--- config.mk ---
export PLATFORM = sky130hd
export DESIGN_NAME = conv_rd_addr_gen
export DESIGN_NICKNAME = d
export VERILOG_FILES = /design/src/rtl/conv_rd_addr_gen.sv
export SDC_FILE = /design/constraint.sdc
export NUM_CORES = 1
export LEC_CHECK = 0
export ABC_AREA = 1
export CORE_MARGIN = 2
export CORE_UTILIZATION = 54
export CTS_CLUSTER_SIZE = 20
export DETAILED_ROUTE_END_ITERATION = 12
export PLACE_DENSITY = 0.76
export SLEW_MARGIN = 40
export SYNTH_ARGS = -nofsm -noshare
export SYNTH_HDL_FRONTEND = slang
export SYNTH_SLANG_ARGS = --single-unit
--- constraint.sdc ---
create_clock -name clk -period 3.1 [get_ports clk]
set_input_delay 0.93 -clock clk [delete_from_list [all_inputs] [get_ports clk]]
set_output_delay 0.93 -clock clk [all_outputs]
set_load 0.1 [all_outputs]
--- src/rtl/conv_rd_addr_gen.sv ---
// conv_rd_addr_gen: walks the filter and IF scratchpads window by window,
// issuing one filter/IF read-address pair per cycle to the MAC datapath and
// reporting window, stride and row completion back to the PE controller.
module conv_rd_addr_gen #(
  parameter int FILT_ADDR_LEN = 4,
  parameter int IF_ADDR_LEN   = 5,
  parameter int STRIDE_W      = 3
) (
  input  logic                     clk,
  input  logic                     rst,
  input  logic                     clear,
  input  logic                     start,
  input  logic [FILT_ADDR_LEN-1:0] filt_len,
  input  logic [IF_ADDR_LEN-1:0]   if_len,
  input  logic [STRIDE_W-1:0]      stride,
  input  logic                     stall,
  output logic [FILT_ADDR_LEN-1:0] filt_addr,
  output logic [IF_ADDR_LEN-1:0]   if_addr,
  output logic                     rd_valid,
  output logic                     psum_done,
  output logic                     stride_count_flag,
  output logic                     full_done,
  output logic                     busy
);

  typedef enum logic [1:0] {IDLE, RUN, STRIDE, DONE} state_t;

  // Comparison width: two bits above the widest field so base + strd + flen
  // can never wrap, whichever parameter happens to be the widest.
  localparam int MAX_W = (FILT_ADDR_LEN > IF_ADDR_LEN) ?
                         ((FILT_ADDR_LEN > STRIDE_W) ? FILT_ADDR_LEN : STRIDE_W) :
                         ((IF_ADDR_LEN > STRIDE_W) ? IF_ADDR_LEN : STRIDE_W);
  localparam int CMP_W = MAX_W + 2;

  state_t state, state_nxt;

  logic [FILT_ADDR_LEN-1:0] flen;
  logic [FILT_ADDR_LEN-1:0] k;
  logic [IF_ADDR_LEN-1:0]   ilen;
  logic [IF_ADDR_LEN-1:0]   base;
  logic [STRIDE_W-1:0]      strd;

  logic [CMP_W-1:0] next_window_end;
  logic             last_tap;
  logic             end_row;
  logic             degenerate;

  // The next window would end at base + strd + flen; if that passes the
  // valid IF length the current window is the last one in the row.
  assign next_window_end = CMP_W'(base) + CMP_W'(strd) + CMP_W'(flen);
  assign end_row         = next_window_end > CMP_W'(ilen);
  // flen is never 0 while in RUN, so flen - 1 cannot underflow there.
  assign last_tap        = (k >= flen - FILT_ADDR_LEN'(1));
  // A row with no taps, or a filter longer than the IF row, has no windows.
  assign degenerate      = (filt_len == '0) || (CMP_W'(filt_len) > CMP_W'(if_len));

  // State register.
  always_ff @(posedge clk or posedge rst) begin
    if (rst) state <= IDLE;
    else     state <= state_nxt;
  end

  // Next-state logic and output decode from the state and window registers.
  always_comb begin
    state_nxt         = state;
    rd_valid          = 1'b0;
    filt_addr         = '0;
    if_addr           = '0;
    psum_done         = 1'b0;
    stride_count_flag = 1'b0;
    full_done         = 1'b0;
    busy              = (state != IDLE);
    case (state)
      IDLE: begin
        if (start) state_nxt = degenerate ? DONE : RUN;
      end
      RUN: begin
        rd_valid  = 1'b1;
        filt_addr = k;
        if_addr   = base + IF_ADDR_LEN'(k);
        if (!stall && last_tap) begin
          psum_done = 1'b1;
          state_nxt = end_row ? DONE : STRIDE;
        end
      end
      STRIDE: begin
        stride_count_flag = 1'b1;
        state_nxt         = RUN;
      end
      DONE: begin
        full_done = 1'b1;
        state_nxt = IDLE;
      end
      default: state_nxt = IDLE;
    endcase
    if (clear) state_nxt = IDLE;
  end

  // Row parameters, window base and tap counter; parameters only load from IDLE.
  always_ff @(posedge clk or posedge rst) begin
    if (rst) begin
      flen <= '0;
      ilen <= '0;
      strd <= '0;
      base <= '0;
      k    <= '0;
    end else if (clear) begin
      base <= '0;
      k    <= '0;
    end else begin
      case (state)
        IDLE: begin
          if (start) begin
            flen <= filt_len;
            ilen <= if_len;
            strd <= (stride == '0) ? STRIDE_W'(1) : stride;
            base <= '0;
            k    <= '0;
          end
        end
        RUN: begin
          if (!stall && !last_tap) k <= k + FILT_ADDR_LEN'(1);
        end
        STRIDE: begin
          base <= base + IF_ADDR_LEN'(strd);
          k    <= '0;
        end
        default: ;
      endcase
    end
  end

endmodule
# Word-level counts from Yosys, hierarchy flattened
# Cells that the tools add are included.
# word_totals
wordCells	58
out_inout_bits	14
ff_bits	23
# op_classes
magnitude_cmp	3
n_addsub	6
reduce_logical	15
bitwise_logic	1
muxes	21
n_eq_ne	6
# op_table
op	n
2-to-1 mux 4 bit	4
2-to-1 mux 5 bit	3
case mux 4 bit (3 select lines)	1
case mux 5 bit (2 select lines)	1
inequality test 3 bit, second input constant	3
2-to-1 mux 2 bit	4
case mux 2 bit (4 select lines)	1
adder 6 x 4 -> 7 bit	1
> comparator 7 x 5 -> 1 bit	1
adder 5 x 3 -> 6 bit	1
2-to-1 mux 1 bit	6
AND reduction 3 bit	2
adder 5 x 3 -> 5 bit	1
adder 5 x 4 -> 5 bit	1
> comparator 4 x 5 -> 1 bit	1
adder 4 x 1 -> 4 bit, second input constant	1
== test 2 bit, second input constant	2
>= comparator 4 bit	1
zero test 4 bit	1
AND reduction 2 bit	2
nonzero test 4 bit	1
subtractor 4 x 1 -> 4 bit, second input constant	1
zero test 3 bit	1
2-to-1 mux 3 bit	1
8 further kinds	10

# Logic depth before layout (Yosys ltp)
# Gate-level depths: netlist of run 1.
# logic_depth
word_depth	7
ltp_mapped	15

# Least setup slack after synthesis of run 1
# No wires, ideal clock.
# synth_path
kind	register to output
startpoint	register state[1]
endpoint	output if_addr[3]
n_path_buf	1
path_stages_with_launch	7
setup_slack_ps	-911
arrival_ps	3081
path_cell_list	dfrtp_1 inv_2 nand2_1 buf_2 inv_1 o21ai_0 a21oi_1
# synth_between
elab_chain_cells	2
# synth_lines
item	line	text
start, declared	35	state_t state, state_nxt;
start signal, assigned	60	else state <= state_nxt;
== test 2 x 1 -> 1 bit	73	case (state)
2-to-1 mux 5 bit	73	
end, declared	18	output logic [IF_ADDR_LEN-1:0] if_addr,
# Every way passes these cells.

# Worst setup path after layout of run 1
# layout_path
startpoint	register flen[1]
endpoint	output psum_done
# layout_between
elab_chain_cells	5
# layout_lines
item	line	text
start, declared	37	logic [FILT_ADDR_LEN-1:0] flen;
start signal, assigned	114	flen <= filt_len;
subtractor 4 x 1 -> 4 bit	53	assign last_tap = (k >= flen - FILT_ADDR_LEN'(1));
>= comparator 4 bit	53	
logical AND 1 bit	81	if (!stall && last_tap) begin
2-to-1 mux 1 bit	81	
2-to-1 mux 1 bit	73	
end, declared	20	output logic psum_done,
# Every way passes these cells.

==> reports/qor.yml, run 1 <==
run_status:
  status: "complete, no violations"
routing:
  firstDrtPassIters: 4
  initialDrtViolationCount: 70
  ant_nets: 0
  vias: 1690
  drc: 0
  routed_wl_um: 4250
  wl_per_cell_um: 12.9
  drt-vias-per-instance: 5.12
worst_setup_path:
  endpoint: "psum_done"
  path_class: "flop to output pin"
  endpoint_kind: "output pin"
  r2r-start: "flen[1]$_DFFE_PP0P_"
  ff2ff_setup_slack_ns: 0.26
  crit_fanout: 3
  critPathRequiredTime_ns: 2.17
  r2r_end: "state[0]$_DFFE_PP0P_"
  cp-startpoint: "flen[1]$_DFFE_PP0P_"
  reg2regPathDepth: 14
  arrival_ns: 2.11
  worst_setup_path_start_kind: "flop"
synthesis:
  synth_seq_cells: 23
  synth_cell_types: 30
  avgSynthCellArea_um2: 7.91
  synth_warnings: 0
  ys_seq_area_share_pct: 29.3
  postSynthCellCount: 248
  synth_fp_nets: 298
  syn_area_mm2: 0.00196
floorplan:
  rows: 21
  fp.coreArea_mm2: 0.00342
  die_height_um: 64.3
  initial_core_util_pct: 57.4
  dieWidth_um: 64.3
  io_pins: 31
  die_area_mm2: 0.00413
final_layout:
  stdcell_area_mm2: 0.00252
  n_antenna_cell: 0
  layout_commonest_cell: "nand2_1"
  fin_cells: 330
  final_cell_mix: "44 x nand2_1, 41 x inv_1, 27 x ha_1"
  area_delta_synth_final_pct: 28.6
  final_nets: 335
  drive_gt1_share_pct: 17.6
job:
  maxCapViolCount: 0
clock_network:
  cts_tree: "done"
  cts_buffers: 3
  clkTransAtPathRegs_ns: 0.13
  clock_path_buffers: 2
  clk_latency_ns: 0.32
  cts.sinks: 23
  cts_root_buf: "clkbuf_4"
  htreeDepth: 1
sta:
  finalClockSkew_ns: 0.00111
  setup_ws_ns: 0.0639
  report.final.hold_viol_count: 0
  rsz0062_at_grt: "yes"
  relSlewSlack_pct: 77.3
  period_share_pct: 97.9
  tightest_slew_ns: 0.340
  finalSetupViolations: 0
  drv_slew: 0
  whs_ns: 0.505
  finalCriticalPeriod_ns: 3.04
  clock.fmax_ghz: 0.329
grt:
  grt_pass1_vias: 1655
  use_met2_pct: 38.4
  grt_pass1_wl_um: 7730
  use_met3_pct: 3.87
  grt_usage_pct: 24.1
  overflow: 0
  top_usage_layer: "met2"
  grt_start_max_net_pins: 24
  gr-usage-met1_pct: 34.4
  grt_antenna_before_repair: 0
power_and_ir_drop:
  peakVddDrop_mv: 0.788
  p_int_uw: 1090
  switching_power_uw: 1240
  clock_power_share_pct: 6.2
  powerDensity_mw_per_mm2: 926
  finalPower_uw: 2340
  power_frac_comb_pct: 71.3
  p_sw_share_pct: 53.3
  leakagePower_uw: 0.00129
  power.sequential.fraction_pct: 22.5
place:
  dp_hpwl_um: 3500
  dp_slack_ns: 0.273
  dp_cells: 325
  port_buffers: 30
  gp_congestion: 0.886
  place_area_mm2: 0.00246
hold_path:
  min_path_type: "flop to flop"
-- final cells by class --
| type | count | area (µm²) |
|---|---|---|
| multi-input combinational | 176 | 1240 |
| tap | 46 | 57.6 |
| clock buffer | 3 | 22.5 |
| timing repair buffer | 35 | 440 |
| sequential | 23 | 579 |
| inverter | 46 | 176 |
| clock inverter | 1 | 5.00 |
| fill | 271 | 893 |
-- stage by stage --
| stage | util (%) | setup TNS, ns |
|---|---|---|
| after global placement | 72.1 | 0 |
| after floorplan | - | -0.00771 |
| after CTS | 73.0 | 0 |
| after detailed placement | 72.1 | 0 |
| after global routing | 73.8 | -0.0659 |
| final | 73.8 | 0 |
-- flip-flops by register name (all words and copies together) (netlist names) --
register  count
base          5
flen          4
ilen          5
k             4
state         2
strd          3
-- how the worst min path moves through the flow --
stage                         from             endpoint  slack (ns)  depth (start not counted)
2_1_floorplan  ilen[1]$_DFFE_PP0P_  ilen[1]$_DFFE_PP0P_        0.45                          2
3_3_place_gp   ilen[1]$_DFFE_PP0P_  ilen[1]$_DFFE_PP0P_        0.47                          2
3_5_place_dp   ilen[2]$_DFFE_PP0P_  ilen[2]$_DFFE_PP0P_        0.47                          2
4_1_cts        ilen[2]$_DFFE_PP0P_  ilen[2]$_DFFE_PP0P_        0.51                          2
5_1_grt        ilen[2]$_DFFE_PP0P_  ilen[2]$_DFFE_PP0P_        0.55                          2
6_report       ilen[2]$_DFFE_PP0P_  ilen[2]$_DFFE_PP0P_        0.51                          2
-- power by group through the flow --
stage | clock, µW | sequential (µW) | combinational (µW)
global route | 162 | 545 | 1890
global placement | 0 | 521 | 1610
CTS | 150 | 519 | 1650
finish | 145 | 526 | 1660
detailed placement | 0 | 526 | 1640
floorplan | 0 | 498 | 1230
-- worst max-delay path: stages, from the launching register on --
cell and delay, ns:
dfrtp_1 0.42, inv_1 0.10, ha_1 0.20, xnor2_1 0.14, ha_1 0.28, nand2_1 0.05, inv_1 0.07, a21o_1 0.14
nand2_1 0.08, nor2_2 0.13, buf_12 0.19
-- per-layer routing --
metal / share of wire, % / wire length [µm]
met1: 48 / 2020
met2: 47 / 2000
met3: 4.3 / 181
met4: 0.99 / 42
met5: 0 / 0
-- cells in the mapped netlist (all sizes together) --
master  number  area [µm²]
buf          2        12.5
a21o         3        22.5
nor3         4        36.3
nand3b       2        15.0
mux2         2        22.5
nand2       47         194
ha          27         338
xnor2        4        35.0
a41oi        1        8.76
nand3       15        75.1
o21bai       1        7.51
nor4         2        12.5
and2         1        6.26
fa           6         120
o22ai        2        12.5
xor2         4        35.0
clkbuf       1        5.00
o21ai       15        75.1
nand4        3        18.8
nor2        22        82.6
dfrtp       23         576
inv         46         173
a21oi       15        78.8
-- logic make-up after synthesis --
logic type / Yosys count / share of synthesized area [%]
xor gates and xnor gates: 8 / 3.57
DFF: 23 / 29.3
AOI/OAI and AO/OA: 37 / 10.5
adders and majority gates: 33 / 23.3
and+or+nand+nor: 96 / 22.4
buffers and inverters: 49 / 9.69
muxes: 2 / 1.15
-- what timing repair did --
action | in CTS | in global routing
endpoints found under the hold margin | 0 | 0
hold buffers | 0 | 0
setup buffers | 0 | 1
setup endpoints to repair | 1 | 3
gates resized for setup | 2 | 8
Power figures use the tool's default switching activity.
==> run 2, diff against run 1 <==
CORE_ASPECT_RATIO = 0.7   (was not set)
==> reports/qor.yml, run 2 (synthesized netlist as in run 1, its figures left out) <==
floorplan:
  fp.coreArea_mm2: 0.00349  # was 0.00342 mm²
  dieWidth_um: 76.0  # was 64.3 µm
  die_height_um: 54.4  # was 64.3 µm
  io_pins: 31  # unchanged
  rows: 18  # was 21
  die_area_mm2: 0.00414  # was 0.00413 mm²
  initial_core_util_pct: 56.2  # was 57.4%
routing:
  wl_per_cell_um: 13.2  # was 12.9 µm
  drc: 0  # unchanged
  firstDrtPassIters: 4  # unchanged
  vias: 1720  # was 1,690
  routed_wl_um: 4430  # was 4250 µm
  drt-vias-per-instance: 5.13  # was 5.12
  initialDrtViolationCount: 83  # was 70
  ant_nets: 0  # unchanged
worst_setup_path:
  crit_fanout: 6  # was 3
  arrival_ns: 2.07  # was 2.11 ns
  reg2regPathDepth: 14  # unchanged
  worst_setup_path_start_kind: "flop"  # unchanged
  endpoint_kind: "output pin"  # unchanged
  ff2ff_setup_slack_ns: 0.26  # about the same
  r2r_end: "state[0]$_DFFE_PP0P_"  # unchanged
  critPathRequiredTime_ns: 2.17  # about the same
  cp-startpoint: "k[0]$_DFFE_PP0P_"  # was flen[1]$_DFFE_PP0P_
  r2r-start: "base[1]$_DFFE_PP0P_"  # was flen[1]$_DFFE_PP0P_
  endpoint: "if_addr[4]"  # was psum_done
  path_class: "flop to output pin"  # unchanged
sta:
  setup_ws_ns: 0.105  # was 0.0639 ns
  finalCriticalPeriod_ns: 3.00  # was 3.04 ns
  period_share_pct: 96.6  # was 97.9%
  relSlewSlack_pct: 77.0  # was 77.3%
  report.final.hold_viol_count: 0  # unchanged
  fin_tns_setup_ns: 0  # unchanged
  tightest_slew_ns: 0.344  # was 0.340 ns
  finalSetupViolations: 0  # unchanged
  drv_slew: 0  # unchanged
  clock.fmax_ghz: 0.334  # was 0.329 GHz
  finalClockSkew_ns: 0.00461  # was 0.00111 ns
  rsz0062_at_grt: "yes"  # unchanged
place:
  dp_hpwl_um: 3710  # was 3500 µm
  gp_congestion: 0.862  # was 0.886
  port_buffers: 30  # unchanged
  dp_slack_ns: 0.268  # was 0.273 ns
hold_path:
  min_path_type: "flop to flop"  # unchanged
grt:
  grt_antenna_before_repair: 0  # unchanged
  grt_start_max_net_pins: 24  # unchanged
  grt_pass1_wl_um: 7400  # was 7730 µm
  grt_pass1_vias: 1539  # was 1,655
  overflow: 0  # unchanged
  grt_usage_pct: 23.3  # was 24.1%
clock_network:
  cts_buffers: 3  # unchanged
  cts.sinks: 23  # unchanged
  clock_path_buffers: 2  # unchanged
  clkTransAtPathRegs_ns: 0.08  # was 0.13 ns
  cts_root_buf: "clkbuf_8"  # was clkbuf_4
  clk_latency_ns: 0.26  # was 0.32 ns
  cts_tree: "done"  # unchanged
  htreeDepth: 1  # unchanged
final_layout:
  area_delta_synth_final_pct: 29.3  # was 28.6%
  final_cell_mix: "44 x nand2_1, 41 x inv_1, 27 x ha_1"  # unchanged
  n_antenna_cell: 0  # unchanged
  final_nets: 336  # was 335
  drive_gt1_share_pct: 15.8  # was 17.6%
  largest_registers: "base: 5 flops, ilen: 5 flops"  # unchanged
  layout_commonest_cell: "nand2_1"  # unchanged
power_and_ir_drop:
  powerDensity_mw_per_mm2: 938  # was 926 mW/mm²
  peakVddDrop_mv: 0.969  # was 0.788 mV
  leakagePower_uw: 0.00129  # about the same
run_status:
  status: "complete, no violations"  # unchanged
job:
  maxCapViolCount: 0  # unchanged
==> run 2: cell types whose count changed in the layout (fill, tap and decap cells not counted), sizes merged <==
cell and delta:
buf +1, clkbuf +1, clkinv -1
==> run 2: area by class of cell <==
type                    instances  area, µm²
well taps                      50       62.6
multi-input cells             176       1230
repair buffers                 36        448
fillers                       270        953
flip-flops and latches         23        578
clock buffers                   4       45.0
inverters                      46        176
==> run 2: how the worst min path moves through the flow <==
stage | depth (start not counted) | endpoint | from
6_report | 2 | ilen[2]$_DFFE_PP0P_ | ilen[2]$_DFFE_PP0P_
3_5_place_dp | 2 | ilen[3]$_DFFE_PP0P_ | ilen[3]$_DFFE_PP0P_
2_1_floorplan | 2 | ilen[1]$_DFFE_PP0P_ | ilen[1]$_DFFE_PP0P_
5_1_grt | 2 | ilen[1]$_DFFE_PP0P_ | ilen[1]$_DFFE_PP0P_
3_3_place_gp | 2 | ilen[2]$_DFFE_PP0P_ | ilen[2]$_DFFE_PP0P_
4_1_cts | 2 | ilen[2]$_DFFE_PP0P_ | ilen[2]$_DFFE_PP0P_
==> run 2: per-stage QoR <==
step	utilization, %	total power [µW]	hold WS, ns	std cells	area [µm²]
2_1_floorplan	-	1730	0.453	248	1990
3_3_place_gp	70.6	2130	0.469	329	2470
3_5_place_dp	70.6	2160	0.478	329	2470
4_1_cts	71.9	2360	0.498	333	2510
5_1_grt	72.7	2600	0.536	335	2540
6_report	72.7	2380	0.490	335	2540
==> run 2: what timing repair did <==
| action | 4_1_cts | 5_1_grt |
|---|---|---|
| buffers inserted | 0 | 2 |
| pin swaps | 0 | 0 |
| hold buffers | 0 | 0 |
| gates resized for setup | 1 | 4 |
| setup endpoints to repair | 1 | 2 |
| gates cloned | 0 | 0 |
==> run 2: layer usage <==
metal  global-route usage (%)  vias to the layer above  routed length, µm
li1                         -                      877                  -
met1                     35.5                      791               2250
met2                     36.2                       50               1900
met3                     4.13                        2                258
met4                     2.73                        0                 12
met5                        0                        -                  0
==> run 2: critical path, stage by stage, from the launching register on <==
cell and delay (ns):
dfrtp_2 0.45, ha_1 0.24, fa_1 0.41, a21oi_1 0.15, o21bai_1 0.14, o21ai_2 0.18
a21oi_4 0.05, buf_12 0.17
==> run 2: report_power, final <==
part	switching, µW	internal (µW)	leakage, µW
combinational	1020	644	0.000978
clock	92.7	91.6	0.0000228
sequential	133	405	0.000293
total	1240	1140	0.00129
